<file path="src/rtl/apb_arbiter_requester.sv">
// rtl/apb_arbiter_requester.sv - round-robin arbiter sharing one APB completer among NUM_REQ clients
module apb_arbiter_requester #(
    parameter int NUM_REQ    = 2,
    parameter int DATA_WIDTH = 16,
    parameter int ADDR_WIDTH = 10,
    parameter int TIMEOUT    = 16
) (
    input  logic                          clk,
    input  logic                          rst,
    input  logic [NUM_REQ-1:0]            req_valid,
    input  logic [NUM_REQ-1:0]            req_wr,
    input  logic [NUM_REQ*ADDR_WIDTH-1:0] req_addr,
    input  logic [NUM_REQ*DATA_WIDTH-1:0] req_wdata,
    output logic [NUM_REQ-1:0]            req_ready,
    output logic [NUM_REQ-1:0]            rsp_valid,
    output logic [DATA_WIDTH-1:0]         rsp_rdata,
    output logic                          rsp_err,
    output logic                          sel,
    output logic                          wr,
    output logic                          en,
    output logic [ADDR_WIDTH-1:0]         addr,
    output logic [DATA_WIDTH-1:0]         wr_data,
    input  logic [DATA_WIDTH-1:0]         rd_data,
    input  logic                          ready
);
    localparam int GW = (NUM_REQ > 1) ? $clog2(NUM_REQ) : 1;
    localparam int CW = (TIMEOUT > 1) ? $clog2(TIMEOUT) : 1;
    localparam logic [CW-1:0] TO_LAST  = CW'((TIMEOUT > 0) ? TIMEOUT - 1 : 0);
    localparam logic [GW-1:0] LAST_REQ = GW'(NUM_REQ - 1);

    typedef enum logic [1:0] {
        IDLE,
        SETUP,
        ACCESS
    } state_t;

    state_t               state;
    logic [GW-1:0]        rr;
    logic [GW-1:0]        grant;
    logic [NUM_REQ-1:0]   grant_oh;
    logic [CW-1:0]        to_cnt;

    logic                  pick_valid;
    logic [GW-1:0]         pick;
    logic [NUM_REQ-1:0]    pick_oh;
    logic                  pick_wr;
    logic [ADDR_WIDTH-1:0] pick_addr;
    logic [DATA_WIDTH-1:0] pick_wdata;
    logic                  timed_out;
    logic [GW-1:0]         next_rr;

    // First pending client at or above the rr pointer, wrapping at NUM_REQ.
    always_comb begin
        pick_valid = 1'b0;
        pick       = '0;
        pick_oh    = '0;
        pick_wr    = 1'b0;
        pick_addr  = '0;
        pick_wdata = '0;
        for (int k = 0; k < NUM_REQ; k++) begin
            for (int i = 0; i < NUM_REQ; i++) begin
                if (!pick_valid && req_valid[i] && (((int'(rr) + k) % NUM_REQ) == i)) begin
                    pick_valid = 1'b1;
                    pick       = GW'(i);
                    pick_oh[i] = 1'b1;
                    pick_wr    = req_wr[i];
                    pick_addr  = req_addr[i*ADDR_WIDTH +: ADDR_WIDTH];
                    pick_wdata = req_wdata[i*DATA_WIDTH +: DATA_WIDTH];
                end
            end
        end
    end

    assign timed_out = (TIMEOUT > 0) && (to_cnt == TO_LAST);
    assign next_rr   = (grant == LAST_REQ) ? '0 : grant + 1'b1;

    always_ff @(posedge clk) begin
        if (rst) begin
            state     <= IDLE;
            rr        <= '0;
            grant     <= '0;
            grant_oh  <= '0;
            to_cnt    <= '0;
            req_ready <= '0;
            rsp_valid <= '0;
            rsp_rdata <= '0;
            rsp_err   <= 1'b0;
            sel       <= 1'b0;
            wr        <= 1'b0;
            en        <= 1'b0;
            addr      <= '0;
            wr_data   <= '0;
        end else begin
            req_ready <= '0;
            rsp_valid <= '0;
            case (state)
                IDLE: begin
                    en <= 1'b0;
                    if (pick_valid) begin
                        grant     <= pick;
                        grant_oh  <= pick_oh;
                        req_ready <= pick_oh;
                        wr        <= pick_wr;
                        addr      <= pick_addr;
                        wr_data   <= pick_wdata;
                        sel       <= 1'b1;
                        to_cnt    <= '0;
                        state     <= SETUP;
                    end else begin
                        sel <= 1'b0;
                    end
                end
                SETUP: begin
                    en    <= 1'b1;
                    state <= ACCESS;
                end
                ACCESS: begin
                    if (ready) begin
                        rsp_valid <= grant_oh;
                        rsp_err   <= 1'b0;
                        rsp_rdata <= wr ? '0 : rd_data;
                        sel       <= 1'b0;
                        en        <= 1'b0;
                        rr        <= next_rr;
                        state     <= IDLE;
                    end else if (timed_out) begin
                        rsp_valid <= grant_oh;
                        rsp_err   <= 1'b1;
                        rsp_rdata <= '0;
                        sel       <= 1'b0;
                        en        <= 1'b0;
                        rr        <= next_rr;
                        state     <= IDLE;
                    end else begin
                        // Wraps harmlessly when the timeout is disabled.
                        to_cnt <= to_cnt + 1'b1;
                    end
                end
                default: begin
                    sel   <= 1'b0;
                    en    <= 1'b0;
                    state <= IDLE;
                end
            endcase
        end
    end
endmodule

</file>
<file path="config.mk">
export PLATFORM = sky130hd
export DESIGN_NAME = apb_arbiter_requester
export DESIGN_NICKNAME = d
export VERILOG_FILES = /design/src/rtl/apb_arbiter_requester.sv
export SDC_FILE = /design/constraint.sdc
export NUM_CORES = 1
export LEC_CHECK = 0
export CAP_MARGIN = 20
export CELL_PAD_IN_SITES_DETAIL_PLACEMENT = 1
export CELL_PAD_IN_SITES_GLOBAL_PLACEMENT = 1
export CORE_ASPECT_RATIO = 1.75
export CORE_MARGIN = 1.5
export CORE_UTILIZATION = 25
export DETAILED_ROUTE_END_ITERATION = 8
export PLACE_DENSITY_LB_ADDON = 0.2
export SYNTH_ARGS = -nofsm -noshare
export SYNTH_HDL_FRONTEND = slang
export SYNTH_SLANG_ARGS = --single-unit
export TNS_END_PERCENT = 1
</file>
<file path="constraint.sdc">
create_clock -name clk -period 1.4 [get_ports clk]
set_input_delay 0.42 -clock clk [delete_from_list [all_inputs] [get_ports clk]]
set_output_delay 0.42 -clock clk [all_outputs]
set_load 0.01 [all_outputs]
</file>
=== Word level (Yosys, flattened, before mapping) ===
Cells that the tools add are included.

* Equality and inequality tests: 8
* Reduce and logical (&&, ||, !) cells: 22
* Muxes and demuxes: 44
* Add/sub/neg operators: 3
* Bitwise logic cells: 5

{| class="wikitable"
|+ Operators by type and width
! cell !! number
|-
| $mux W16 || 7
|-
| $logic_not A32 Y1 || 2
|-
| $mux W10 || 4
|-
| $mux W1 || 21
|-
| $mux W4 || 3
|-
| $mux W2 || 5
|-
| $pmux W4 S2 || 1
|-
| $reduce_and A2 Y1 || 4
|-
| $logic_and A1 B1 Y1 || 7
|-
| $ne A2 B2 Y1 const B || 3
|-
| $pmux W2 S3 || 1
|-
| $add A4 B1 Y4 const B || 1
|-
| $eq A2 B2 Y1 const B || 2
|-
| $eq A4 B4 Y1 const B || 1
|-
| $not A1 Y1 || 4
|-
| $reduce_and A4 Y1 || 1
|-
| $reduce_bool A2 Y1 || 2
|-
| $logic_not A1 Y1 || 3
|-
| $ne A3 B3 Y1 const B || 1
|-
| $pmux W1 S3 || 1
|-
| $reduce_or A3 Y1 || 1
|-
| $add A1 B1 Y1 const B || 2
|-
| $eq A2 B1 Y1 const B || 1
|-
| $logic_not A2 Y1 || 1
|-
| other kinds (3) || 3
|}

* Output and inout bits: 50
* Bits in registers: 60
* Bits of input ports: 75
* Logic and storage cells: 96

=== Longest topological paths before layout ===
Gate-level depths: netlist of run 1.

* Depth after elaboration: 17
* Depth in mapped cells: 6

=== Least setup slack after synthesis of run 1 ===
OpenSTA, ideal clock, no wires.

* Kind: reg-to-reg
* Start: reg to_cnt[0]
* End: reg to_cnt[3]
* Path buffers: 1
* Data arrival time: 1,448 ps
* Period minus slack after synthesis: 1,517 ps
* Stages on the path, launching flop included: 6
* Path slack: -117 ps
* Data required time: 1,330 ps
* Cell sequence: dfxtp_1 ha_1 a31o_1 buf_6 or4_1 a21oi_1

* Longest elaborated chain between the ends: 4

{| class="wikitable"
|+ Ends and longest elaborated chain
! item !! RTL line !! source
|-
| start, declared || 41 || <nowiki>logic [CW-1:0] to_cnt;</nowiki>
|-
| start signal, assigned || 136 || <nowiki>to_cnt <= to_cnt + 1'b1;</nowiki>
|-
| $add A4 B1 Y4 || 136 ||
|-
| $mux W4 || 126 || <nowiki>end else if (timed_out) begin</nowiki>
|-
| $mux W4 || 118 || <nowiki>if (ready) begin</nowiki>
|-
| $pmux W4 S2 || 96 || <nowiki>case (state)</nowiki>
|}

Parallel ways exist; a longest one is shown, timed or not. The select of a mux whose other input is x is not followed.
A chain may end at the register's enable or synchronous reset.

=== Worst setup path after layout of run 1 ===
* Start: reg to_cnt[1]
* End: reg to_cnt[3]

The elaborated chain is that of the path after synthesis.

==> impl_metrics.sql, run 1 <==
INSERT INTO impl_metrics (metric_group, metric, value, unit) VALUES
('status', 'run_status', 'finished with violations', ''),
('status', 'failed_checks', 'setup timing', ''),
('yosys', 'number_of_flops_mapped_to_enable_cells_by_yosys', '0', ''),
('placement', 'detailedPlace.worstSlack', '-0.573', 'ns'),
('final_layout', 'fin_util', '0.468', ''),
('clock_network', 'clk_pin_slew', '0.05', 'ns'),
('min_path', 'hold_path_depth', '1', ''),
('timing', 'rsz0062_at_grt', 'true', ''),
('yosys', 'synthMostInstantiatedCell', 'dfxtp_1', ''),
('global_route', 'maximum_number_of_pins_on_one_net_before_global_route_repair', '28', ''),
('drt', 'route.vias.total', '2292', ''),
('power_and_ir_drop', 'vdd.ir_drop.worst', '0.782', 'mV'),
('yosys', 'postSynth.asyncResetShare', '0', ''),
('global_route', 'grt_overflow_total', '0', ''),
('die', 'io-pin-count', '125', ''),
('yosys', 'net_count_of_the_mapped_netlist', '279', ''),
('timing', 'layout_min_cycle_time', '1.46', 'ns'),
('yosys', 'ys_types', '34', ''),
('min_path', 'worstHoldStart', 'addr[7]', ''),
('clock_network', 'tritoncts', 'yes', ''),
('timing', 'final.setup_skew', '0.00554', 'ns'),
('setup_path', 'worst_path_dominant_cell_family', 'simple AND/OR/NAND/NOR gates', ''),
('power_and_ir_drop', 'cellPowerDensity', '1170', 'mW/mm²'),
('setup_path', 'rr_endpoint', 'to_cnt[3]', ''),
('clock_network', 'numCtsBuffers', '9', ''),
('yosys', 'yosysWarningCount', '0', ''),
('timing', 'setup-violations-final', '1', ''),
('power_and_ir_drop', 'leakage', '1.65', 'nW'),
('setup_path', 'timing.critical_path.cells', 'ha_4, a31o_4, buf_6, or4_4, a21oi_2', ''),
('drt', 'routed_length_per_instance', '16.5', 'µm'),
('clock_network', 'max-clock-path-buffers', '2', ''),
('placement', 'gpl.final_weighted_congestion', '0.743', ''),
('final_layout', 'antenna_diode_instance_count', '0', ''),
('yosys', 'sequential_element_share_of_the_synthesized_area', '0.531', ''),
('min_path', 'hold-path-endpoint', 'addr[7]', ''),
('yosys', 'synth_area', '0.00222', 'mm²'),
('yosys', 'ys_top_cells_by_area', 'dfxtp_1, a32oi_1, o2bb2ai_1', ''),
('clock_network', 'clock_latency_late_sink', '0.33', 'ns'),
('power_and_ir_drop', 'total_power', '4.75', 'mW'),
('setup_path', 'arrival_time_reported_for_the_critical_path_endpoint', '1.73', 'ns'),
('timing', 'setup_ws', '-0.0607', 'ns'),
('drt', 'final_antenna_net_count', '0', ''),
('die', 'die_w', '74.3', 'µm'),
('setup_path', 'worstPathMaxFanout', '5', ''),
('drt', 'vias_per_cell', '4.90', ''),
('clock_network', 'clock-sinks', '59', ''),
('yosys', 'synth_ff_type', 'dfxtp_1', ''),
('yosys', 'synthDominantAreaCellType', 'dfxtp_1', ''),
('final_layout', 'ratio_of_cells_with_drive_above_1_in_the_final_layout', '0.168', ''),
('setup_path', 'buffer_and_inverter_count_on_the_worst_path', '1', ''),
('yosys', 'synth_top_area_share', '0.531', ''),
('timing', 'maxSlewViolCount', '0', ''),
('die', 'vertical_extent_of_the_die', '128', 'µm'),
('min_path', 'holdCritPathClass', 'flop to flop', ''),
('setup_path', 'start_kind', 'flop', ''),
('die', 'dieArea', '0.00949', 'mm²'),
('setup_path', 'critical_path_class', 'flop to flop', ''),
('setup_path', 'slowest_delay', '0.41', 'ns'),
('yosys', 'synth.avg_cell_area', '11.0', 'µm²'),
('timing', 'slew_at_the_pin_with_the_worst_max_slew_slack', '0.400', 'ns'),
('clock_network', 'cts-hold-fix-buffers', '0', ''),
('placement', 'dp_hpwl', '5630', 'µm'),
('global_route', 'grt_resource_usage_total', '0.165', ''),
('flow_run', 'cap_violations', '0', ''),
('setup_path', 'crit_cells', '5', ''),
('drt', 'post-route-drc-count', '0', ''),
('timing', 'slew_headroom', '0.732', ''),
('clock_network', 'cts.root.buffer_cell', 'clkbuf_16', ''),
('yosys', 'synthCells', '203', ''),
('setup_path', 'worst_setup_path_end_kind', 'flop', ''),
('yosys', 'number_of_storage_elements_in_the_synthesis_netlist', '59', '');
==> logic make-up (layout without fill, tap and decap cells) <==
logic type / Yosys count / count (layout) / synth area share
compound gates: 96 / 96 / 0.352
buf+inv: 24 / 172 / 0.0518
flops: 59 / 59 / 0.531
fa+ha+maj: 1 / 1 / 0.00563
simple gates: 23 / 23 / 0.0596
==> per-stage QoR <==
step / std cells / area, µm²
after floorplan: 203 / 2240
after global placement: 452 / 3760
after detailed placement: 452 / 3760
after CTS: 468 / 4010
after global routing: 468 / 4060
final: 468 / 4060
==> power by group <==
group | internal (mW) | total (mW) | switching (mW)
combinational | 0.426 | 0.762 | 0.336
sequential | 1.78 | 1.83 | 0.0520
clock | 1.41 | 2.16 | 0.742
==> layer usage <==
metal	GRT usage	up-vias	share of wire
met3	0.0574	13	0.075
li1	-	1104	-
met4	0.0802	0	0.023
met2	0.289	88	0.52
met5	0	-	0
met1	0.170	1087	0.38
==> flip-flops by register name, summed over array words and instances, names as in the netlist, 2 cells and up <==
register,flops
rsp_rdata,16
wr_data,16
addr,10
to_cnt,4
req_ready,2
rsp_valid,2
state,2
==> how the worst max path moves through the flow <==
stage	to	start	slack, ns
after global routing	to_cnt[3]	to_cnt[1]	-0.1
after floorplan	rsp_rdata[10]	to_cnt[1]	0.01
after detailed placement	rsp_rdata[2]	ready	-0.57
after CTS	to_cnt[3]	to_cnt[1]	-0.08
final	to_cnt[3]	to_cnt[1]	-0.06
after global placement	rsp_rdata[8]	ready	-0.53
==> what timing repair did <==
action | 4_1_cts | 5_1_grt
endpoints found under the hold margin | 0 | 0
resized for setup | 57 | 18
pin swaps | 2 | 2
setup endpoints to repair | 102 | 43
==> cells in the final DEF, fill, tap and decap left out, drive strengths merged, types with 4 or more instances in the layout <==
cell,n
clkdlybuf4s50,70
dfxtp,59
dlygate4sd2,45
buf,28
a32oi,27
o2bb2ai,27
a22o,16
clkbuf,12
a21oi,10
clkdlybuf4s15,8
inv,4
nand3,4
o21ai,4
==> area by class of cell <==
cell class                 count  area [µm²]
multi-input combinational    120         991
clock inverter                 5        52.6
fill                         972        4620
timing repair buffer         152        1420
sequential                    59        1180
inverter                       4        15.0
clock buffer                  11         243
tap                          117         146
Power figures use the tool's default switching activity.
==> run 2, diff against run 1 <==
--- a/config.mk
+++ b/config.mk
@@ -9,7 +9,7 @@
 export CELL_PAD_IN_SITES_DETAIL_PLACEMENT = 1
 export CELL_PAD_IN_SITES_GLOBAL_PLACEMENT = 1
 export CORE_ASPECT_RATIO = 1.75
-export CORE_MARGIN = 1.5
+export CORE_MARGIN = 2
 export CORE_UTILIZATION = 25
 export DETAILED_ROUTE_END_ITERATION = 8
 export PLACE_DENSITY_LB_ADDON = 0.2
==> run 2 against run 1 <==
- the flow now finishes without violations
- critical path depth unchanged
- worst hold slack improved by 0.0011 ns
- final cell count up 0.43%
- cell area up 3.4%
- routed wire length is 1.2% higher
- clock skew shrank 0.00070 ns
- count of clock-buffer cells in the layout unchanged
- maximum frequency up 5.1%
- setup slack better by 0.071 ns
- core utilization rose by 1.6 points
- first-iteration DRC count fell by 4.8%
- critical path type unchanged
- critical endpoint is now to_cnt[0]
- largest power group unchanged
==> impl_metrics.sql, run 2 (synthesis gave the netlist of run 1 again) <==
INSERT INTO impl_metrics (metric_group, metric, value, unit) VALUES
('timing', 'maxSlewViolCount', '0', ''),
('clock_network', 'clock-sinks', '59', ''),
('global_route', 'first_global_vias', '2394', ''),
('timing', 'final_hold_viol_count', '0', ''),
('timing', 'setup_ws', '0.0105', 'ns'),
('timing', 'rsz0062_at_grt', 'true', ''),
('clock_network', 'max-clock-path-buffers', '2', ''),
('setup_path', 'rr_endpoint', 'to_cnt[0]', ''),
('clock_network', 'cts-hold-fix-buffers', '0', ''),
('power_and_ir_drop', 'leakage', '1.71', 'nW'),
('final_layout', 'final_net_count', '424', ''),
('timing', 'minimum_hold_slack', '0.456', 'ns'),
('setup_path', 'critPathLaunch', 'to_cnt[0]', ''),
('drt', 'route.final.wire_length', '7790', 'µm'),
('setup_path', 'cpMaxStageDelayCell', 'dfxtp_2', ''),
('drt', 'routed_length_per_instance', '16.6', 'µm'),
('placement', 'placedInstanceArea', '0.00375', 'mm²'),
('placement', 'gpl.final_weighted_congestion', '0.771', ''),
('power_and_ir_drop', 'power.share.sequential', '0.363', ''),
('timing', 'timing.final.crit_share', '0.993', ''),
('final_layout', 'antenna_diode_instance_count', '0', ''),
('setup_path', 'cell_depth_of_the_worst_flop_to_flop_path', '5', ''),
('setup_path', 'worst_setup_path_end_kind', 'flop', ''),
('timing', 'setup-violations-final', '0', ''),
('power_and_ir_drop', 'power_report.internal_total', '3.88', 'mW'),
('flow_run', 'cap_violations', '0', ''),
('die', 'design.core.area', '0.00867', 'mm²'),
('setup_path', 'slowest_delay', '0.34', 'ns'),
('timing', 'slew_at_the_pin_with_the_worst_max_slew_slack', '0.302', 'ns'),
('setup_path', 'timing.critical_path.cells', 'ha_4, a31o_4, buf_6, or3_4, a21oi_2', ''),
('global_route', 'wire_length_of_the_first_global_routing_pass', '11700', 'µm'),
('final_layout', 'layout_common_cells', 'clkdlybuf4s50_1, dfxtp_1, dlygate4sd2_1, a32oi_1, o2bb2ai_1', ''),
('clock_network', 'htree_levels', '3', ''),
('drt', 'post-route-drc-count', '0', ''),
('global_route', 'grt_overflow_total', '0', ''),
('min_path', 'holdCritPathClass', 'flop to flop', ''),
('setup_path', 'start_kind', 'flop', ''),
('timing', 'slew_headroom', '0.797', ''),
('global_route', 'grt_resource_usage_total', '0.161', ''),
('power_and_ir_drop', 'power.switching_fraction', '0.231', ''),
('power_and_ir_drop', 'netSwitchingPower', '1.16', 'mW'),
('placement', 'numPlacedInstances', '449', ''),
('timing', 'layout_min_cycle_time', '1.39', 'ns'),
('setup_path', 'timing.rr.start', 'to_cnt[0]', ''),
('timing', 'max_clock_freq', '720', 'MHz'),
('final_layout', 'instances_no_fill', '470', ''),
('placement', 'portBuffers', '124', ''),
('die', 'io-pin-count', '125', ''),
('power_and_ir_drop', 'vdd.ir_drop.worst', '0.672', 'mV'),
('final_layout', 'ratio_of_cells_with_drive_above_1_in_the_final_layout', '0.178', ''),
('die', 'vertical_extent_of_the_die', '129', 'µm'),
('final_layout', 'reg.largest.list', 'rsp_rdata: 16 flops, wr_data: 16 flops, addr: 10 flops', ''),
('clock_network', 'clk_pin_slew', '0.05', 'ns'),
('timing', 'totalNegativeSetupSlack', '0', 'ns'),
('placement', 'detailedPlace.worstSlack', '-0.586', 'ns'),
('final_layout', 'fin_area', '0.00419', 'mm²'),
('timing', 'final.setup_skew', '0.00485', 'ns'),
('die', 'dieArea', '0.00969', 'mm²'),
('status', 'run_status', 'completed', ''),
('clock_network', 'clock_latency_late_sink', '0.33', 'ns'),
('die', 'die_w', '75.3', 'µm'),
('setup_path', 'worstPathMaxFanout', '6', ''),
('power_and_ir_drop', 'p_comb_frac', '0.159', ''),
('final_layout', 'area_growth', '88.6', '%'),
('global_route', 'maximum_number_of_pins_on_one_net_before_global_route_repair', '29', ''),
('die', 'start_util', '0.256', ''),
('drt', 'final_antenna_net_count', '0', ''),
('clock_network', 'cts.root.buffer_cell', 'clkbuf_16', ''),
('power_and_ir_drop', 'share_clk_of_total_power', '0.478', ''),
('placement', 'dp_hpwl', '5500', 'µm'),
('clock_network', 'numCtsBuffers', '9', ''),
('power_and_ir_drop', 'cellPowerDensity', '1200', 'mW/mm²'),
('clock_network', 'tritoncts', 'yes', ''),
('die', 'placement_rows', '45', ''),
('setup_path', 'critical_path_class', 'flop to flop', ''),
('setup_path', 'worstPathRequired', '1.66', 'ns'),
('drt', 'detailedRoute.firstIterationViolations', '60', ''),
('global_route', 'antenna_found_initial', '0', ''),
('setup_path', 'setup_slack_of_the_most_critical_reg_to_reg_path', '0.01', 'ns'),
('setup_path', 'critical_path.endpoint', 'to_cnt[0]', ''),
('drt', 'vias_per_cell', '4.84', ''),
('final_layout', 'mostFrequentLayoutCell', 'clkdlybuf4s50_1', ''),
('drt', 'drt_pre_antenna_iters', '3', ''),
('drt', 'route.vias.total', '2275', ''),
('setup_path', 'arrival_time_reported_for_the_critical_path_endpoint', '1.65', 'ns');
==> run 2: changes by cell type in the layout (fill, tap and decap cells not counted), sizes merged <==
cell,before,now
clkbuf,12,13
dlymetal6s2s,0,2
buf,28,29
clkinvlp,1,0
bufinv,1,2
dlygate4sd2,45,39
clkdlybuf4s15,8,12
==> run 2: how the worst min path moves through the flow <==
stage	from	endpoint	slack, ns	depth (start not counted)
finish	addr[3]	addr[3]	0.46	1
global route	wr_data[4]	wr_data[4]	0.48	1
global placement	addr[6]	addr[6]	0.44	1
floorplan	grant	rsp_valid[1]	0.44	2
CTS	addr[7]	addr[7]	0.46	1
detailed placement	wr_data[6]	wr_data[6]	0.45	1
==> run 2: per-layer routing <==
layer	GRT usage	wire, µm
met3	0.0525	523
met1	0.166	2890
met5	0	0
met4	0.0753	175
met2	0.283	4210
==> run 2: final cells by class <==
| class | count | area [µm²] |
|---|---|---|
| multi-input cells | 120 | 1000 |
| well taps | 117 | 146 |
| clock buffers | 11 | 253 |
| flip-flops and latches | 59 | 1180 |
| fillers | 977 | 4480 |
| clock inverters | 5 | 75.1 |
| repair buffers | 154 | 1520 |
| inverters | 4 | 15.0 |
==> run 2: critical path: cells and delay by family, from the launching register on <==
| kind | cells | cell delay [ns] |
|---|---|---|
| compound gates | 2 | 0.37 |
| flops | 1 | 0.34 |
| simple gates | 1 | 0.33 |
| buf+inv | 1 | 0.13 |
| fa+ha+maj | 1 | 0.16 |
==> run 2: power by group through the flow <==
| stage | Sequential [mW] | Clock (mW) | Combinational, mW |
|---|---|---|---|
| 2_1_floorplan | 1.90 | 0 | 0.247 |
| 3_3_place_gp | 1.86 | 0 | 0.801 |
| 3_5_place_dp | 1.87 | 0 | 0.808 |
| 4_1_cts | 1.83 | 2.47 | 0.760 |
| 5_1_grt | 1.84 | 2.53 | 0.872 |
| 6_report | 1.83 | 2.41 | 0.803 |
==> run 2: what timing repair did <==
| item | CTS | global route |
|---|---|---|
| gates cloned | 0 | 3 |
| endpoints found under the setup margin | 99 | 66 |
| hold endpoints to repair | 0 | 0 |
| buffers inserted | 0 | 2 |
| pin swaps | 3 | 6 |
| gates resized for setup | 56 | 37 |
==> run 2: stage by stage <==
stage          power, mW   util
6_report            5.04  0.484
5_1_grt             5.25  0.484
4_1_cts             5.06  0.466
3_5_place_dp        2.67  0.433
3_3_place_gp        2.67  0.433
2_1_floorplan       2.15      -
==> run 3, diff against run 2 <==
--- a/config.mk
+++ b/config.mk
@@ -12,6 +12,7 @@
 export CORE_MARGIN = 2
 export CORE_UTILIZATION = 25
 export DETAILED_ROUTE_END_ITERATION = 8
+export MAX_ROUTING_LAYER = met4
 export PLACE_DENSITY_LB_ADDON = 0.2
 export SYNTH_ARGS = -nofsm -noshare
 export SYNTH_HDL_FRONTEND = slang
==> run 3 against run 2 <==
- cell area is essentially flat
- sequential cell count is the same
- final cell count is the same
- sequential share of layout area is essentially flat
- setup slack is essentially flat
- largest cell class unchanged
- highest routed layer unchanged
==> impl_metrics.sql, run 3 (synthesis gave the netlist of run 1 again) <==
INSERT INTO impl_metrics (metric_group, metric, value, unit) VALUES
('timing', 'max_clock_freq', '720', 'MHz'),
('global_route', 'maximum_number_of_pins_on_one_net_before_global_route_repair', '29', ''),
('clock_network', 'numCtsBuffers', '9', ''),
('timing', 'final.setup_skew', '0.00569', 'ns'),
('drt', 'final_antenna_net_count', '0', ''),
('timing', 'timing.final.crit_share', '0.993', ''),
('final_layout', 'total_area_of_multi_input_combinational_cells', '0.00100', 'mm²'),
('setup_path', 'worst_setup_path_end_kind', 'flop', ''),
('power_and_ir_drop', 'total_power', '5.04', 'mW'),
('placement', 'portBuffers', '124', ''),
('drt', 'route.vias.total', '2280', ''),
('drt', 'drt_pre_antenna_iters', '4', ''),
('drt', 'routed_length_per_instance', '16.6', 'µm'),
('timing', 'rsz0062_at_grt', 'true', ''),
('final_layout', 'layout_common_cells', 'clkdlybuf4s50_1, dfxtp_1, dlygate4sd2_1, a32oi_1, o2bb2ai_1', ''),
('final_layout', 'antenna_diode_instance_count', '0', ''),
('global_route', 'wire_length_of_the_first_global_routing_pass', '11700', 'µm'),
('power_and_ir_drop', 'leakage', '1.71', 'nW'),
('global_route', 'first_global_vias', '2390', ''),
('setup_path', 'slowest_delay', '0.34', 'ns'),
('die', 'placement_rows', '45', ''),
('setup_path', 'cpMaxStageDelayCell', 'dfxtp_2', ''),
('drt', 'vias_per_cell', '4.85', ''),
('setup_path', 'critical_path_class', 'flop to flop', ''),
('die', 'start_util', '0.256', ''),
('timing', 'final_hold_viol_count', '0', ''),
('placement', 'dp_hpwl', '5500', 'µm'),
('drt', 'detailedRoute.firstIterationViolations', '55', ''),
('clock_network', 'clk_pin_slew', '0.05', 'ns'),
('timing', 'slew_at_the_pin_with_the_worst_max_slew_slack', '0.302', 'ns'),
('clock_network', 'htree_levels', '3', ''),
('flow_run', 'cap_violations', '0', ''),
('power_and_ir_drop', 'cellPowerDensity', '1200', 'mW/mm²'),
('die', 'io-pin-count', '125', ''),
('final_layout', 'fin_util', '0.484', ''),
('clock_network', 'clock-sinks', '59', ''),
('global_route', 'grt_overflow_total', '0', ''),
('timing', 'slew_headroom', '0.797', ''),
('drt', 'post-route-drc-count', '0', ''),
('global_route', 'grt_resource_usage_total', '0.166', ''),
('final_layout', 'final-seq-area', '0.00118', 'mm²'),
('status', 'run_status', 'completed', ''),
('setup_path', 'worstPathRequired', '1.66', 'ns'),
('final_layout', 'mostFrequentLayoutCell', 'clkdlybuf4s50_1', ''),
('placement', 'gpl.final_weighted_congestion', '0.782', ''),
('final_layout', 'area_growth', '88.7', '%'),
('clock_network', 'clock_latency_late_sink', '0.33', 'ns'),
('timing', 'maxSlewViolCount', '0', ''),
('setup_path', 'timing.critical_path.cells', 'ha_4, a31o_4, buf_6, or3_4, a21oi_2', ''),
('timing', 'layout_min_cycle_time', '1.39', 'ns'),
('setup_path', 'start_kind', 'flop', ''),
('clock_network', 'max-clock-path-buffers', '2', ''),
('setup_path', 'arrival_time_reported_for_the_critical_path_endpoint', '1.65', 'ns'),
('min_path', 'holdCritPathClass', 'flop to flop', ''),
('power_and_ir_drop', 'vdd.ir_drop.worst', '0.665', 'mV'),
('final_layout', 'reg.largest.list', 'rsp_rdata: 16 flops, wr_data: 16 flops, addr: 10 flops', ''),
('die', 'vertical_extent_of_the_die', '129', 'µm'),
('die', 'design.core.area', '0.00867', 'mm²'),
('clock_network', 'cts.root.buffer_cell', 'clkbuf_16', ''),
('clock_network', 'cts-hold-fix-buffers', '0', ''),
('final_layout', 'num-fill-cells', '977', ''),
('drt', 'route.final.wire_length', '7790', 'µm'),
('timing', 'setup-violations-final', '0', ''),
('global_route', 'antenna_found_initial', '0', ''),
('final_layout', 'final_net_count', '424', ''),
('die', 'die_w', '75.3', 'µm'),
('final_layout', 'ratio_of_cells_with_drive_above_1_in_the_final_layout', '0.178', ''),
('clock_network', 'tritoncts', 'yes', ''),
('die', 'dieArea', '0.00969', 'mm²'),
('setup_path', 'worstPathMaxFanout', '6', '');
==> run 3: cell count changes in the layout (fill, tap and decap cells not counted), sizes merged <==
cell           before  now
clkdlybuf4s15      12   13
dlygate4sd2        39   38
==> run 3: routing by layer <==
layer	share of wire	track usage	up-vias
li1	-	-	1109
met1	0.37	0.171	1070
met2	0.54	0.282	86
met3	0.065	0.0478	15
met4	0.019	0.0753	0
met5	0	-	-
==> run 3: repair_timing <==
action,in CTS,in global routing
endpoints found under the setup margin,99,67
gates resized for setup,56,38
buffers inserted,0,2
pin swaps,3,6
hold endpoints to repair,0,0
cloned,0,3
==> run 3: path summary, 6_finish.rpt <==
kind	startpoint	slack, ns	to	cells past startpoint
hold / removal	addr[3]	0.46	addr[3]	1
setup / recovery	to_cnt[0]	0.01	to_cnt[0]	5
setup reg to reg	to_cnt[0]	0.01	to_cnt[0]	5
hold reg to reg	addr[3]	0.46	addr[3]	1
==> run 3: final cells by class <==
cell class,instances,share of cell area
Timing Repair Buffer,154,0.361
Sequential cell,59,0.282
Multi-Input combinational cell,120,0.239
Clock buffer,11,0.0602
Tap cell,117,0.0349
Clock inverter,5,0.0179
Inverter,4,0.00358
==> run 3: power by group <==
part	total (mW)	switching, mW	internal, mW
clock	2.41	0.763	1.64
sequential	1.83	0.0518	1.78
combinational	0.804	0.344	0.460
==> run 3: worst max-delay path, delay by kind of cell, from the launching register on <==
| kind | cells | cell delay (ns) |
|---|---|---|
| AO/OA/AOI/OAI | 2 | 0.37 |
| flip-flops | 1 | 0.34 |
| AND/OR/NAND/NOR | 1 | 0.33 |
| adder cells (fa/ha/maj) | 1 | 0.16 |
| buffers and inverters | 1 | 0.13 |
==> run 3: through the flow <==
stage / setup WS (ns) / TNS (ns) / std cells / hold slack [ns] / instance area [µm²]
floorplan: 0.0103 / 0 / 203 / 0.442 / 2240
global placement: -0.529 / -26.16 / 449 / 0.444 / 3750
detailed placement: -0.586 / -27.58 / 449 / 0.448 / 3750
CTS: -0.124 / -2.71 / 465 / 0.459 / 4040
global route: -0.0484 / -0.117 / 470 / 0.480 / 4200
finish: 0.0105 / 0 / 470 / 0.456 / 4200
